<file path="config.mk">
export PLATFORM = sky130hd
export DESIGN_NAME = tx
export DESIGN_NICKNAME = d
export VERILOG_FILES = /design/src/rtl/tx_pkg.sv /design/src/rtl/tx_prbs9.sv /design/src/rtl/tx.sv
export SDC_FILE = /design/constraint.sdc
export NUM_CORES = 1
export LEC_CHECK = 0
export ABC_CLOCK_PERIOD_IN_PS = 16900
export CAP_MARGIN = 20
export CORE_UTILIZATION = 35
export DETAILED_ROUTE_END_ITERATION = 7
export PLACE_DENSITY = 0.48
export SYNTH_ARGS = -nofsm -noshare
export SYNTH_HDL_FRONTEND = slang
export SYNTH_HIERARCHICAL = 1
export SYNTH_SLANG_ARGS = --single-unit
</file>
<file path="constraint.sdc">
create_clock -name clk -period 16.9 [get_ports clk]
set_clock_uncertainty 0.05 [all_clocks]
set_input_delay 5.07 -clock clk [delete_from_list [all_inputs] [get_ports clk]]
set_output_delay 5.07 -clock clk [all_outputs]
set_load 0.02 [all_outputs]
</file>
<file path="src/rtl/tx_pkg.sv">
// Shared constants and types for the QPSK single-branch transmit path
// and its matching receive path.
package tx_pkg;

    localparam int OS     = 4;
    localparam int NTAPS  = 24;
    localparam int NB_OUT = 8;
    localparam int NPH    = NTAPS / OS;
    localparam int ACC_W  = 11;

    localparam logic [8:0] PRBS_SEED    = 9'h1FF;
    localparam int         PRBS_TAP_OUT = 8;
    localparam int         PRBS_TAP_FB  = 4;

    // RRC pulse, signed Q1.7, shared with the receiver matched filter.
    localparam logic signed [7:0] COEF [NTAPS] = '{
        8'sh00, 8'shFE, 8'shFF, 8'sh00, 8'sh02, 8'sh00, 8'shFB, 8'shF5,
        8'shF9, 8'sh0A, 8'sh25, 8'sh3E, 8'sh48, 8'sh3E, 8'sh25, 8'sh0A,
        8'shF9, 8'shF5, 8'shFB, 8'sh00, 8'sh02, 8'sh00, 8'shFF, 8'shFE
    };

    // Symbol: valid=0 is a zero symbol, otherwise sign=1 means -1.
    typedef struct packed {
        logic valid;
        logic sign;
    } sym_t;

    localparam sym_t SYM_ZERO = '0;

    function automatic sym_t encode_sym(input logic b, input logic mute);
        sym_t s;
        s.valid = ~mute;
        s.sign  = ~b;
        return s;
    endfunction

    function automatic logic signed [NB_OUT-1:0] sat_out(input logic signed [ACC_W-1:0] v);
        if (v > 11'sd127)
            return 8'sd127;
        else if (v < -11'sd128)
            return -8'sd128;
        else
            return v[NB_OUT-1:0];
    endfunction

endpackage

</file>
<file path="src/rtl/tx_prbs9.sv">
// PRBS9 generator, x^9+x^5+1 Fibonacci form; advances only when asked.
module tx_prbs9
    import tx_pkg::*;
#(
    parameter logic [8:0] SEED = PRBS_SEED
) (
    input  logic clk,
    input  logic rst,
    input  logic advance,
    output logic o_bit
);

    logic [8:0] state;

    assign o_bit = state[PRBS_TAP_OUT];

    // LFSR state: reload seed on reset, shift feedback into bit 0 on advance.
    always_ff @(posedge clk) begin
        if (rst)
            state <= SEED;
        else if (advance)
            state <= {state[7:0], state[PRBS_TAP_OUT] ^ state[PRBS_TAP_FB]};
    end

endmodule

</file>
<file path="src/rtl/tx.sv">
// Single-branch QPSK transmitter: symbol source, x4 upsampling and
// multiplier-free 24-tap polyphase RRC shaping.
module tx
    import tx_pkg::*;
#(
    parameter logic [8:0] SEED = PRBS_SEED
) (
    input  logic                     clk,
    input  logic                     rst,
    input  logic                     enable,
    input  logic                     i_sel,
    input  logic                     i_bit,
    input  logic                     i_mute,
    output logic signed [NB_OUT-1:0] o_tx,
    output logic                     o_bit,
    output logic                     o_load
);

    logic [1:0]               phase_cnt;
    logic [1:0]               q;
    sym_t                     sreg [NPH];
    logic                     load;
    logic                     prbs_bit;
    logic                     src_bit;
    logic signed [ACC_W-1:0]  acc;

    assign load    = enable && (phase_cnt == 2'd0);
    assign q       = phase_cnt - 2'd1;
    assign src_bit = i_sel ? i_bit : prbs_bit;

    tx_prbs9 #(.SEED(SEED)) u_prbs (
        .clk     (clk),
        .rst     (rst),
        .advance (load),
        .o_bit   (prbs_bit)
    );

    // Polyphase sum for phase q: each tap adds, subtracts or skips h[4m+q].
    always_comb begin
        logic [4:0]              idx;
        logic signed [ACC_W-1:0] h;
        acc = '0;
        idx = '0;
        h   = '0;
        for (int unsigned m = 0; m < NPH; m++) begin
            idx = 5'(OS * m) + 5'(q);
            h   = ACC_W'(COEF[idx]);
            if (sreg[m].valid) begin
                if (sreg[m].sign)
                    acc = acc - h;
                else
                    acc = acc + h;
            end
        end
    end

    // Phase counter, symbol delay line and registered outputs.
    always_ff @(posedge clk) begin
        if (rst) begin
            phase_cnt <= '0;
            for (int unsigned m = 0; m < NPH; m++)
                sreg[m] <= SYM_ZERO;
            o_tx   <= '0;
            o_bit  <= 1'b0;
            o_load <= 1'b0;
        end else if (enable) begin
            phase_cnt <= phase_cnt + 2'd1;
            o_tx      <= sat_out(acc);
            o_load    <= load;
            if (load) begin
                for (int unsigned m = NPH - 1; m > 0; m--)
                    sreg[m] <= sreg[m-1];
                sreg[0] <= encode_sym(src_bit, i_mute);
                o_bit   <= src_bit & ~i_mute;
            end
        end else begin
            o_load <= 1'b0;
        end
    end

endmodule

</file>
Yosys cells after proc, flatten, opt, wreduce, memory -nomap -nowiden
Memory sizes are Yosys's and may differ from the RTL's.
Index checks and enable logic that the tools add are counted.

storage, ports and cells
  register bits after elaboration = 21
  bits in latches = 0
  bits in writable memories = 12
  bits in read-only memories = 1536
  output and inout bits = 10
  word-level logic and storage cells = 98
  memories = 7

operators by class
  $add $sub $neg = 18
  $mul = 0
  divide/modulo/power cells = 0
  $lt $le $gt $ge = 8
  equality and inequality tests = 0
  shift-type cells = 0
  multiplexer cells = 39
  bitwise gates (word level) = 17
  reduce and logical (&&, ||, !) cells = 4

memory list
  name              depth  bits a word  read ports  clocked after memory_dff  wr ports  RTL line  source
  (name not given)  32     8            1           0                         0         tx.sv:47  h = ACC_W'(COEF[idx]);
  (name not given)  32     8            1           0                         0         tx.sv:47
  (name not given)  32     8            1           0                         0         tx.sv:47
  (name not given)  32     8            1           0                         0         tx.sv:47
  (name not given)  32     8            1           0                         0         tx.sv:47
  (name not given)  32     8            1           0                         0         tx.sv:47
  1 more memories   --     --           --          --                        --        --

operators by type and width
  kind                   number
  $mux W11               12
  $mux W8                14
  $add A11 B8 Y11        5
  $sub A11 B8 Y11        5
  $ge A6 B6 Y1 const B   6
  $not A5 Y6             4
  $mux W2                6
  $gt A11 B8 Y1 const B  1
  $lt A11 B8 Y1 const B  1
  $add A4 B2 Y5 const A  2
  $add A5 B2 Y5 const A  2
  $sub A1 B8 Y9 const A  1
  $mux W1                7
  $not A2 Y6             1
  $not A4 Y6             1
  $or A1 B1 Y1           6
  $add A3 B2 Y4 const A  1
  $not A1 Y1             3
  $add A2 B1 Y2 const B  1
  $logic_not A2 Y1       1
  $reduce_and A2 Y1      1
  $reduce_or A2 Y1       1
  $sub A2 B1 Y2 const B  1
  $and A1 B1 Y1          1
  other kinds (2)        2

Longest topological paths before layout
Gate-level depths: netlist of run 1.

  depth in word-level cells = 26
  gate-level depth with buffers = 42

Hierarchy
The synthesis of run 1 kept the hierarchy.

modules (own cells, without submodules)
  module    times used  cells each  area an instance (um2)
  tx        1           616         4744.6
  tx_prbs9  1           30          330.3

Worst setup path after synthesis of run 1
OpenSTA, ideal clock, no wires.

  kind = reg-to-reg
  start point = register phase_cnt[0]
  end point = register o_tx[0]
  setup time = 0.086 ns
  arrival time = 8.130 ns
  setup slack = 8.634 ns
  stages on the path, launching flop included = 38
  buffers on the path = 1
  clock period less this slack = 8.266 ns
  cells stage by stage = dfxtp_1 > buf_2 > inv_1 > ha_1 > o21ai_1 > a21oi_1 > ha_1 > and2b_2 > a211o_1 > a2bb2oi_2 > a31oi_1 > xnor2_1 > a21o_1 > ha_1 > a31o_2 > nor2_1 > xnor2_1 > mux2_2 > [... 2 more ...] > nand2_1 > nand2_1 > o21a_1 > ha_1 > nor2_1 > a211oi_1 > a21oi_1 > a2111o_1 > and3_2 > ha_1 > a21oi_1 > o21ai_0 > a31oi_1 > nand4_1 > a21o_1 > and3_1 > o31a_1 > a211oi_1

between the ends
  longest elaborated chain between the ends = 26
  elaborated cells between the ends (all ways) = 57
  classes of those cells = add/sub (17); order compare (2); mux (26); bitwise (6); memory (6)

ends and longest elaborated chain
  item                                                RTL line            source
  from (decl)                                         tx.sv:19            logic [1:0] phase_cnt;
  from (signal assigned)                              tx.sv:67            phase_cnt <= phase_cnt + 2'd1;
  $sub A2 B1 Y2 *                                     tx.sv:28            assign q = phase_cnt - 2'd1;
  net q[0]                                            tx.sv:20            logic [1:0] q;
  $not A2 Y6 (not written as such)                    tx.sv:47
  $mem_v2 Z32 W8                                      --
  $mux W8 (not written as such) (2 in a row)          tx.sv:47
  $sub A1 B8 Y9                                       tx.sv:50            acc = acc - h;
  $mux W11                                            tx.sv:49            if (sreg[m].sign)
  $mux W11                                            tx.sv:48            if (sreg[m].valid) begin
  [... 10 more ...]                                   --
  $mux W11                                            tx.sv:49
  $mux W11                                            tx.sv:48
  $add A11 B8 Y11 or $sub A11 B8 Y11 (tied branches)  tx.sv:52, tx.sv:50
  $mux W11                                            tx.sv:49
  $mux W11 *                                          tx.sv:48
  $lt A11 B8 Y1                                       tx_pkg.sv:40        else if (v < -11'sd128)
  $mux W8                                             tx_pkg.sv:40
  $mux W8 *                                           tx_pkg.sv:38        if (v > 11'sd127)
  to (signal assigned)                                tx.sv:68            o_tx <= sat_out(acc);
  to (decl)                                           tx.sv:14            output logic signed [NB_OUT-1:0] o_tx,

Mark *: on every way through the listed nets, which the timed path passes. The rest lies on a longest branch. The select of a mux whose other input is x is not followed.
A chain may end at the register's enable or synchronous reset.

Worst setup path after layout of run 1
  start point = register phase_cnt[0]
  end point = register o_tx[1]

Same word-level chain as after synthesis.

==> impl_results.html, run 1 <==
<table>
<tr><th>Metric</th><th>Value</th></tr>
<tr><th colspan="2">Status</th></tr>
<tr><td>Status</td><td>completed</td></tr>
<tr><th colspan="2">Drt</th></tr>
<tr><td>Final routed wirelength across all metal layers</td><td>14110 microns</td></tr>
<tr><td>Vias</td><td>4678</td></tr>
<tr><td>1st-pass router iterations</td><td>5</td></tr>
<tr><td>DR DRC count</td><td>0</td></tr>
<tr><td>Average vias per placed instance</td><td>5.698</td></tr>
<tr><td>Drt initial violations</td><td>294</td></tr>
<tr><td>Post-route antenna net violation count</td><td>0</td></tr>
<tr><td>Routed wire per std cell</td><td>17.19 microns</td></tr>
<tr><th colspan="2">Power and ir drop</th></tr>
<tr><td>Switching share of total power</td><td>47.09%</td></tr>
<tr><td>Power density over the cells</td><td>128.8 nW/um^2</td></tr>
<tr><td>Cell-internal power</td><td>370.7 uW</td></tr>
<tr><td>Proportion of power drawn by the clock network</td><td>15.0%</td></tr>
<tr><td>Combinational share of power</td><td>69.6%</td></tr>
<tr><td>Worst ir drop on vdd</td><td>107.5 uV</td></tr>
<tr><td>Relative contribution of sequential cells to total power</td><td>15.4%</td></tr>
<tr><td>Static Leak</td><td>0.002187 uW</td></tr>
<tr><td>Sw Pwr</td><td>330.0 uW</td></tr>
<tr><th colspan="2">Yosys</th></tr>
<tr><td>Cell variety after synth</td><td>97</td></tr>
<tr><td>Post-synthesis xor/xnor area fraction</td><td>6.977%</td></tr>
<tr><td>Synth Area in Adders</td><td>14.05%</td></tr>
<tr><td>Most frequently used flop master after synthesis</td><td>sky130_fd_sc_hd__dfxtp_1</td></tr>
<tr><td>Compound-cell area share of the yosys netlist</td><td>28.67%</td></tr>
<tr><td>Post-synthesis instance total</td><td>646</td></tr>
<tr><td>Yosys warnings</td><td>6</td></tr>
<tr><td>Cell types occupying the most area after synthesis</td><td>sky130_fd_sc_hd__ha_1, sky130_fd_sc_hd__dfxtp_1, sky130_fd_sc_hd__edfxtp_1, sky130_fd_sc_hd__nand2_1, sky130_fd_sc_hd__xnor2_1</td></tr>
<tr><td>Fraction of the mapped netlist area in simple logic gates</td><td>21.87%</td></tr>
<tr><td>Post-synth top area cell</td><td>sky130_fd_sc_hd__ha_1</td></tr>
<tr><td>Post-synthesis register bit count</td><td>33</td></tr>
<tr><td>Synth top area share</td><td>12.08%</td></tr>
<tr><td>Number of enable-type register cells in the synthesized netlist</td><td>12</td></tr>
<tr><td>Synth async-reset ratio</td><td>0%</td></tr>
<tr><td>Portion of netlist area occupied by mux cells</td><td>5.966%</td></tr>
<tr><td>Largest family of logic cells by synthesized area</td><td>compound AO/OA/AOI/OAI gates</td></tr>
<tr><td>Average footprint of a synthesized cell</td><td>7.856 sq um</td></tr>
<tr><td>Post-synthesis sequential area ratio</td><td>15.38%</td></tr>
<tr><td>Post-synth design cell area</td><td>5075 sq um</td></tr>
<tr><td>Nets in the synthesized netlist</td><td>706</td></tr>
<tr><th colspan="2">Worst setup path</th></tr>
<tr><td>Kind of critical path</td><td>flip-flop to flip-flop</td></tr>
<tr><td>Arrival @ worst endpoint</td><td>9.78 ns</td></tr>
<tr><td>Worst path required time</td><td>17.03 ns</td></tr>
<tr><td>Element type at the critical path start</td><td>flip-flop</td></tr>
<tr><td>Maximum fanout along the worst path</td><td>12</td></tr>
<tr><td>Kind of capture point of the worst setup path</td><td>flip-flop</td></tr>
<tr><td>Top delay family on crit path</td><td>compound AO/OA/AOI/OAI gates</td></tr>
<tr><td>Worst path slowest cell</td><td>sky130_fd_sc_hd__dfxtp_1</td></tr>
<tr><td>Buf/Inv on CP</td><td>2</td></tr>
<tr><td>Max stage delay on crit path</td><td>0.61 ns</td></tr>
<tr><td>Most numerous cell on the critical path</td><td>sky130_fd_sc_hd__ha_1</td></tr>
<tr><th colspan="2">STA</th></tr>
<tr><td>Transition time of the tightest slew-check pin</td><td>0.8787 ns</td></tr>
<tr><td>Setup_tns</td><td>0 ns</td></tr>
<tr><td>Unrepaired setup endpoints after global routing</td><td>no</td></tr>
<tr><td>Slew Limit Headroom</td><td>41.27%</td></tr>
<tr><td>FMAX</td><td>0.1036 GHz</td></tr>
<tr><td>Min cycle time layout</td><td>9.650 ns</td></tr>
<tr><td>Final number of setup-violating endpoints</td><td>0</td></tr>
<tr><td>Final Hold Vio Count</td><td>0</td></tr>
<tr><td>Setup slack of the critical path after layout</td><td>7.250 ns</td></tr>
<tr><td>Fin. max-slew vios</td><td>0</td></tr>
<tr><td>Period utilization</td><td>57.10%</td></tr>
<tr><th colspan="2">Clock tree</th></tr>
<tr><td>Total of hold buffers inserted after clock tree synthesis</td><td>0</td></tr>
<tr><td>Clock tree buffer depth</td><td>2</td></tr>
<tr><td>Resized Gates After CTS</td><td>0</td></tr>
<tr><td>Clock transition at the registers of the reported paths</td><td>0.06 ns</td></tr>
<tr><td>CTS Buf Count</td><td>5</td></tr>
<tr><td>H-tree depth</td><td>2</td></tr>
<tr><td>Clk root buf</td><td>sky130_fd_sc_hd__clkbuf_16</td></tr>
<tr><td>TritonCTS sink count</td><td>33</td></tr>
<tr><td>CTS tree</td><td>yes</td></tr>
<tr><td>Post-CTS setup repair buffer count</td><td>0</td></tr>
<tr><td>Source-to-sink clock delay at the later pin of the worst-skew pair</td><td>0.29 ns</td></tr>
<tr><th colspan="2">Floorplanning</th></tr>
<tr><td>Initial Util</td><td>36.28%</td></tr>
<tr><td>Number of top-level pins</td><td>16</td></tr>
<tr><td>Area enclosed by the die boundary</td><td>14990 sq um</td></tr>
<tr><td>Vertical die dimension</td><td>122.4 microns</td></tr>
<tr><td>Die width</td><td>122.4 microns</td></tr>
<tr><td>Area of the core</td><td>13990 sq um</td></tr>
<tr><td>Std-Cell Rows</td><td>43</td></tr>
<tr><th colspan="2">GRT</th></tr>
<tr><td>Number of global-route vias before repair</td><td>4543</td></tr>
<tr><td>Total global routing track utilization</td><td>19.86%</td></tr>
<tr><td>Initial antenna violation count</td><td>0</td></tr>
<tr><td>Global route overflow</td><td>0</td></tr>
<tr><td>Largest net degree at the start of global routing</td><td>24</td></tr>
<tr><td>Global-route wire length before repair</td><td>23360 microns</td></tr>
<tr><th colspan="2">Final layout</th></tr>
<tr><td>Number of nets in the layout</td><td>700</td></tr>
<tr><td>Proportion of layout cells with a drive suffix above 1</td><td>8.580%</td></tr>
<tr><td>Signed area change from the synthesized netlist to the final layout</td><td>7.175%</td></tr>
<tr><td>Final antenna diode count</td><td>0</td></tr>
<tr><th colspan="2">Min path</th></tr>
<tr><td>Tightest Hold Check Type</td><td>flip-flop to flip-flop</td></tr>
<tr><th colspan="2">Placement</th></tr>
<tr><td>Port Buffer Count</td><td>15</td></tr>
<tr><td>Worst slack at placement</td><td>7.407 ns</td></tr>
<tr><td>GP Congestion</td><td>0.8287</td></tr>
<tr><td>Estimated wirelength of the detail-placed design</td><td>11340 microns</td></tr>
<tr><th colspan="2">Flow run</th></tr>
<tr><td>Max Cap Violations</td><td>0</td></tr>
</table>
[worst paths after layout]
path                                      start              end  slack, ns  cells past startpoint
worst max-delay path               phase_cnt[0]          o_tx[1]       7.25                     38
worst max register to register     phase_cnt[0]          o_tx[1]       7.25                     38
worst min register to register  u_prbs/state[1]  u_prbs/state[1]       0.42                      2
worst min-delay path            u_prbs/state[1]  u_prbs/state[1]       0.42                      2
[area by class of cell]
type,instances,area [sq um]
multi-input cells,538,3935
repair buffers,15,150.1
flip-flops and latches,33,780.7
well taps,180,225.2
clock buffers,5,125.1
fillers,1466,8549
inverters,47,176.4
clock inverters,3,46.29
[per-layer routing]
metal / global-route usage (%) / part of all wire [%] / up-vias
li1: - / - / 2361
met1: 26.90 / 49 / 2195
met2: 33.60 / 47 / 103
met3: 0.9758 / 2.7 / 19
met4: 6.479 / 2.1 / 0
met5: 0 / 0 / -
[sequential cells by signal, indices dropped and copies added (netlist names)]
name / flops
sreg: 12
u_prbs/state: 9
o_tx: 8
phase_cnt: 2
o_bit: 1
o_load: 1
[cells in the final DEF, fill, tap and decap left out, drive strengths merged, types with 5 or more instances in the layout]
cell type	Yosys	layout
mux2i	19	19
or3	7	7
a21o	7	7
edfxtp	12	12
nor2b	10	10
inv	46	46
dfxtp	21	21
xor2	10	10
mux2	10	10
ha	49	49
and2	12	12
clkdlybuf4s50	0	15
o31ai	9	9
nand2b	11	11
a21oi	27	27
o31a	6	6
nor3	16	16
nand4	9	9
fa	5	5
o21a	19	19
o211ai	8	8
o21ai	45	45
a21boi	6	6
clkbuf	15	5
nor2	53	53
nand2	67	67
xnor2	26	26
nand3	16	16
a31oi	12	12
a211oi	17	17
[cell usage after synthesis, drive strengths merged, types with 7 or more instances]
cell / count
or3: 7
o211ai: 8
nand2: 67
xnor2: 26
a31oi: 12
a21o: 7
xor2: 10
nor2b: 10
a211oi: 17
nand2b: 11
o21a: 19
and2: 12
nor3: 16
inv: 46
nor2: 53
o31ai: 9
ha: 49
a21oi: 27
o21ai: 45
nand3: 16
buf: 13
mux2i: 19
dfxtp: 21
nand4: 9
clkbuf: 15
mux2: 10
edfxtp: 12
[per-stage QoR]
step	utilization (%)	hold slack [ns]	cell area (sq um)	power, uW	cells
final	38.88	0.4192	5439	700.7	821
after global routing	38.88	0.4622	5439	763.8	821
after CTS	38.88	0.4233	5439	701.5	821
after detailed placement	37.66	0.4094	5268	590.2	813
after global placement	37.66	0.4061	5268	583.3	813
after floorplan	-	0.3903	5075	490.2	646
[power by group through the flow]
stage	logic, uW	registers (uW)	clock network [uW]
final	488	108	105
after global routing	543	109	111
after CTS	485	108	109
after detailed placement	481	109	0
after global placement	474	109	0
after floorplan	383	107	0
[worst register-to-register path: cells and delay by family (launching register included)]
kind                       cells  cell delay [ns]
buffers and inverters          2             0.28
adders and majority gates      6             1.91
and+or+nand+nor                9             2.24
DFF                            1             0.61
AOI/OAI and AO/OA             20             4.34
xor gates and xnor gates       1             0.13
[cell families after synthesis]
| family | Yosys count |
|---|---|
| AO/OA/AOI/OAI | 197 |
| XOR/XNOR | 37 |
| adder cells (fa/ha/maj) | 54 |
| buffers and inverters | 75 |
| flip-flops | 33 |
| multiplexers | 29 |
| AND/OR/NAND/NOR | 221 |
Note: power is estimated with default switching activity, not from simulation.
==> run 2: changes to the inputs <==
--- a/config.mk
+++ b/config.mk
@@ -5,7 +5,7 @@
 export SDC_FILE = /design/constraint.sdc
 export NUM_CORES = 1
 export LEC_CHECK = 0
-export ABC_CLOCK_PERIOD_IN_PS = 16900
+export ABC_CLOCK_PERIOD_IN_PS = 9820
 export CAP_MARGIN = 20
 export CORE_UTILIZATION = 35
 export DETAILED_ROUTE_END_ITERATION = 7
==> constraint.sdc (replaced) <==
create_clock -name clk -period 9.82 [get_ports clk]
set_clock_uncertainty 0.05 [all_clocks]
set_input_delay 2.946 -clock clk [delete_from_list [all_inputs] [get_ports clk]]
set_output_delay 2.946 -clock clk [all_outputs]
set_load 0.02 [all_outputs]
==> run 2 against run 1 <==
Net effect: non-clock buffer count unchanged; global-route usage shrank 0.32 points; clock-buffer cell count unchanged; final area fell by 0.30%; flip-flop and latch count unchanged; critical path depth is the same; sequential power grew 71%; highest routed layer unchanged; register-to-register slack got worse by 6.6 ns; worst setup slack worse by 6.6 ns; wire length shrank 1.0%; sequential share of layout area rose by 0.066 points; via count grew 0.94%.
==> impl_results.html, run 2 (synthesized netlist as in run 1, its figures left out) <==
<table>
<tr><th>Metric</th><th>Value</th></tr>
<tr><th colspan="2">Drt</th></tr>
<tr><td>DR DRC count</td><td>0 (unchanged)</td></tr>
<tr><td>Routed wire per std cell</td><td>17.01 microns (-1.0%)</td></tr>
<tr><td>Post-route antenna net violation count</td><td>0 (unchanged)</td></tr>
<tr><td>Drt initial violations</td><td>277 (-5.8%)</td></tr>
<tr><td>1st-pass router iterations</td><td>5 (unchanged)</td></tr>
<tr><td>Average vias per placed instance</td><td>5.752 (+0.94%)</td></tr>
<tr><td>Final routed wirelength across all metal layers</td><td>13970 microns (-1.0%)</td></tr>
<tr><td>Vias</td><td>4722 (+0.94%)</td></tr>
<tr><th colspan="2">Floorplanning</th></tr>
<tr><td>Area enclosed by the die boundary</td><td>14990 sq um (unchanged)</td></tr>
<tr><td>Initial Util</td><td>36.28% (unchanged)</td></tr>
<tr><td>Number of top-level pins</td><td>16 (unchanged)</td></tr>
<tr><td>Area of the core</td><td>13990 sq um (unchanged)</td></tr>
<tr><td>Die width</td><td>122.4 microns (unchanged)</td></tr>
<tr><td>Std-Cell Rows</td><td>43 (unchanged)</td></tr>
<tr><td>Vertical die dimension</td><td>122.4 microns (unchanged)</td></tr>
<tr><th colspan="2">STA</th></tr>
<tr><td>Final number of setup-violating endpoints</td><td>0 (unchanged)</td></tr>
<tr><td>FMAX</td><td>0.1091 GHz (+5.3%)</td></tr>
<tr><td>Slew Limit Headroom</td><td>43.96% (+2.7 points)</td></tr>
<tr><td>Setup_tns</td><td>0 ns (unchanged)</td></tr>
<tr><td>Min cycle time layout</td><td>9.165 ns (-0.4848 ns)</td></tr>
<tr><td>Unrepaired setup endpoints after global routing</td><td>no</td></tr>
<tr><td>Transition time of the tightest slew-check pin</td><td>0.8406 ns (-0.03809 ns)</td></tr>
<tr><td>Final Hold Vio Count</td><td>0 (unchanged)</td></tr>
<tr><td>Fin. max-slew vios</td><td>0 (unchanged)</td></tr>
<tr><td>Period utilization</td><td>93.33% (+36 points)</td></tr>
<tr><th colspan="2">Clock tree</th></tr>
<tr><td>CTS Buf Count</td><td>5 (unchanged)</td></tr>
<tr><td>H-tree depth</td><td>2 (unchanged)</td></tr>
<tr><td>CTS tree</td><td>yes</td></tr>
<tr><td>Clock transition at the registers of the reported paths</td><td>0.05 ns (about the same)</td></tr>
<tr><td>Total of hold buffers inserted after clock tree synthesis</td><td>0 (unchanged)</td></tr>
<tr><td>Clock tree buffer depth</td><td>2 (unchanged)</td></tr>
<tr><td>Source-to-sink clock delay at the later pin of the worst-skew pair</td><td>0.28 ns (about the same)</td></tr>
<tr><td>TritonCTS sink count</td><td>33 (unchanged)</td></tr>
<tr><td>Clk root buf</td><td>sky130_fd_sc_hd__clkbuf_16</td></tr>
<tr><th colspan="2">Final layout</th></tr>
<tr><td>Signed area change from the synthesized netlist to the final layout</td><td>6.854%</td></tr>
<tr><td>Most flop-heavy register</td><td>sreg</td></tr>
<tr><td>Util after Layout</td><td>38.77% (-0.12 points)</td></tr>
<tr><td>Final antenna diode count</td><td>0 (unchanged)</td></tr>
<tr><td>Finished Cell Area</td><td>5423 sq um (-0.30%)</td></tr>
<tr><td># fillers</td><td>1452 (-0.95%)</td></tr>
<tr><td>Largest registers</td><td>sreg (12), u_prbs/state (9), o_tx (8)</td></tr>
<tr><td>Footprint of the multi-input gates</td><td>3946 sq um (+0.29%)</td></tr>
<tr><td>Most common cell after layout, fill and taps aside</td><td>sky130_fd_sc_hd__nand2_1</td></tr>
<tr><td>Register area</td><td>782.0 sq um (+0.16%)</td></tr>
<tr><td>Commonest cells after routing, fill and taps aside</td><td>sky130_fd_sc_hd__nand2_1, sky130_fd_sc_hd__nor2_1, sky130_fd_sc_hd__ha_1</td></tr>
<tr><td>Largest register FFs</td><td>12 (unchanged)</td></tr>
<tr><td>Proportion of layout cells with a drive suffix above 1</td><td>9.048% (+0.47 points)</td></tr>
<tr><td>Number of nets in the layout</td><td>700 (unchanged)</td></tr>
<tr><th colspan="2">Power and ir drop</th></tr>
<tr><td>Worst ir drop on vdd</td><td>175.6 uV (+63%)</td></tr>
<tr><td>Static Leak</td><td>0.002175 uW (-0.55%)</td></tr>
<tr><td>Power density over the cells</td><td>216.8 nW/um^2 (+68%)</td></tr>
<tr><th colspan="2">Placement</th></tr>
<tr><td>GP Congestion</td><td>0.8424 (+1.7%)</td></tr>
<tr><td>Port Buffer Count</td><td>15 (unchanged)</td></tr>
<tr><td>Estimated wirelength of the detail-placed design</td><td>11220 microns (-0.98%)</td></tr>
<tr><td>Post-DP Area</td><td>5268 sq um (unchanged)</td></tr>
<tr><th colspan="2">Min path</th></tr>
<tr><td>Launch instance of the worst min-delay path</td><td>u_prbs/state[3]</td></tr>
<tr><td>Tightest Hold Check Type</td><td>flip-flop to flip-flop</td></tr>
<tr><th colspan="2">Worst setup path</th></tr>
<tr><td>Kind of capture point of the worst setup path</td><td>flip-flop</td></tr>
<tr><td>Most numerous cell on the critical path</td><td>sky130_fd_sc_hd__ha_1</td></tr>
<tr><td>Element type at the critical path start</td><td>flip-flop</td></tr>
<tr><td>Arrival @ worst endpoint</td><td>9.29 ns (-0.49 ns)</td></tr>
<tr><td>Register-to-Register Setup Slack</td><td>0.66 ns (-6.60 ns)</td></tr>
<tr><td>Beginning of the worst register-to-register path</td><td>phase_cnt[0]</td></tr>
<tr><td>Worst setup path startpoint</td><td>phase_cnt[0]</td></tr>
<tr><td>Maximum fanout along the worst path</td><td>12 (unchanged)</td></tr>
<tr><td>Worst path slowest cell</td><td>sky130_fd_sc_hd__or4_1</td></tr>
<tr><td>Kind of critical path</td><td>flip-flop to flip-flop</td></tr>
<tr><td>Worst path required time</td><td>9.95 ns (-7.08 ns)</td></tr>
<tr><td>Max stage delay on crit path</td><td>0.56 ns (-0.05 ns)</td></tr>
<tr><th colspan="2">GRT</th></tr>
<tr><td>Grt peak-use layer</td><td>met2</td></tr>
<tr><td>Grt met1 use</td><td>26.53% (-0.37 points)</td></tr>
<tr><td>Number of global-route vias before repair</td><td>4479 (-1.4%)</td></tr>
<tr><td>Global route overflow</td><td>0 (unchanged)</td></tr>
<tr><td>Largest net degree at the start of global routing</td><td>24 (unchanged)</td></tr>
<tr><td>Met3 Use GR</td><td>1.441% (+0.46 points)</td></tr>
<tr><td>Global-route wire length before repair</td><td>23020 microns (-1.5%)</td></tr>
<tr><td>Total global routing track utilization</td><td>19.55% (-0.32 points)</td></tr>
<tr><td>Initial antenna violation count</td><td>0 (unchanged)</td></tr>
<tr><td>Met2 routing resource usage after global routing</td><td>33.29% (-0.32 points)</td></tr>
<tr><th colspan="2">Flow run</th></tr>
<tr><td>Max Cap Violations</td><td>0 (unchanged)</td></tr>
<tr><th colspan="2">Status</th></tr>
<tr><td>Status</td><td>completed</td></tr>
</table>
-- run 2: cell types whose count changed in the layout (fill, tap and decap cells not counted), sizes merged --
cell,before,now
bufinv,1,0
clkinv,2,4
clkinvlp,1,0
-- run 2: timing repair --
action                                  in CTS  in global routing
endpoints found under the setup margin       0                  8
gates resized for setup                      0                  4
setup buffers                                0                  0
-- run 2: stage by stage --
stage	hold WS (ns)	power (uW)	setup slack, ns	std cells
floorplan	0.3903	843.6	1.555	646
global placement	0.4070	1007	0.5540	813
detailed placement	0.4094	1017	0.3378	813
CTS	0.4233	1175	0.3114	821
global route	0.4389	1290	0.04661	821
finish	0.4175	1176	0.6553	821
-- run 2: path summary, 6_finish.rpt --
| check | endpoint | cells after the start |
|---|---|---|
| max | o_tx[1] | 38 |
| min | u_prbs/state[4] | 2 |
| max reg2reg | o_tx[1] | 38 |
| min reg2reg | u_prbs/state[4] | 2 |
-- run 2: report_power, final --
| group | leakage [uW] | total (uW) | internal (uW) | switching [uW] |
|---|---|---|---|---|
| sequential | 0.000303 | 185 | 160 | 24.9 |
| combinational | 0.00180 | 840 | 359 | 481 |
| clock | 0.0000712 | 150 | 92.8 | 57.5 |
-- run 2: per-layer routing --
| layer | wire length [microns] | vias to the layer above |
|---|---|---|
| met5 | 0 | - |
| met4 | 192 | 0 |
| met3 | 394 | 12 |
| met2 | 6652 | 89 |
| met1 | 6729 | 2268 |
| li1 | - | 2353 |
-- run 2: layout make-up --
cell class                      count  share of cell area [%]
Clock inverter                      3                  0.3230
Multi-Input combinational cell    538                   72.77
Sequential cell                    33                   14.42
Tap cell                          180                   4.153
Timing Repair Buffer               15                   2.769
Inverter                           47                   3.253
Clock buffer                        5                   2.307
-- run 2: critical path: cells and delay by family, from the launching register on --
family | cells | cell delay (ns)
simple gates | 9 | 2.26
xor+xnor | 1 | 0.13
buf+inv | 2 | 0.23
fa+ha+maj | 6 | 1.81
flops | 1 | 0.49
compound gates | 20 | 4.10
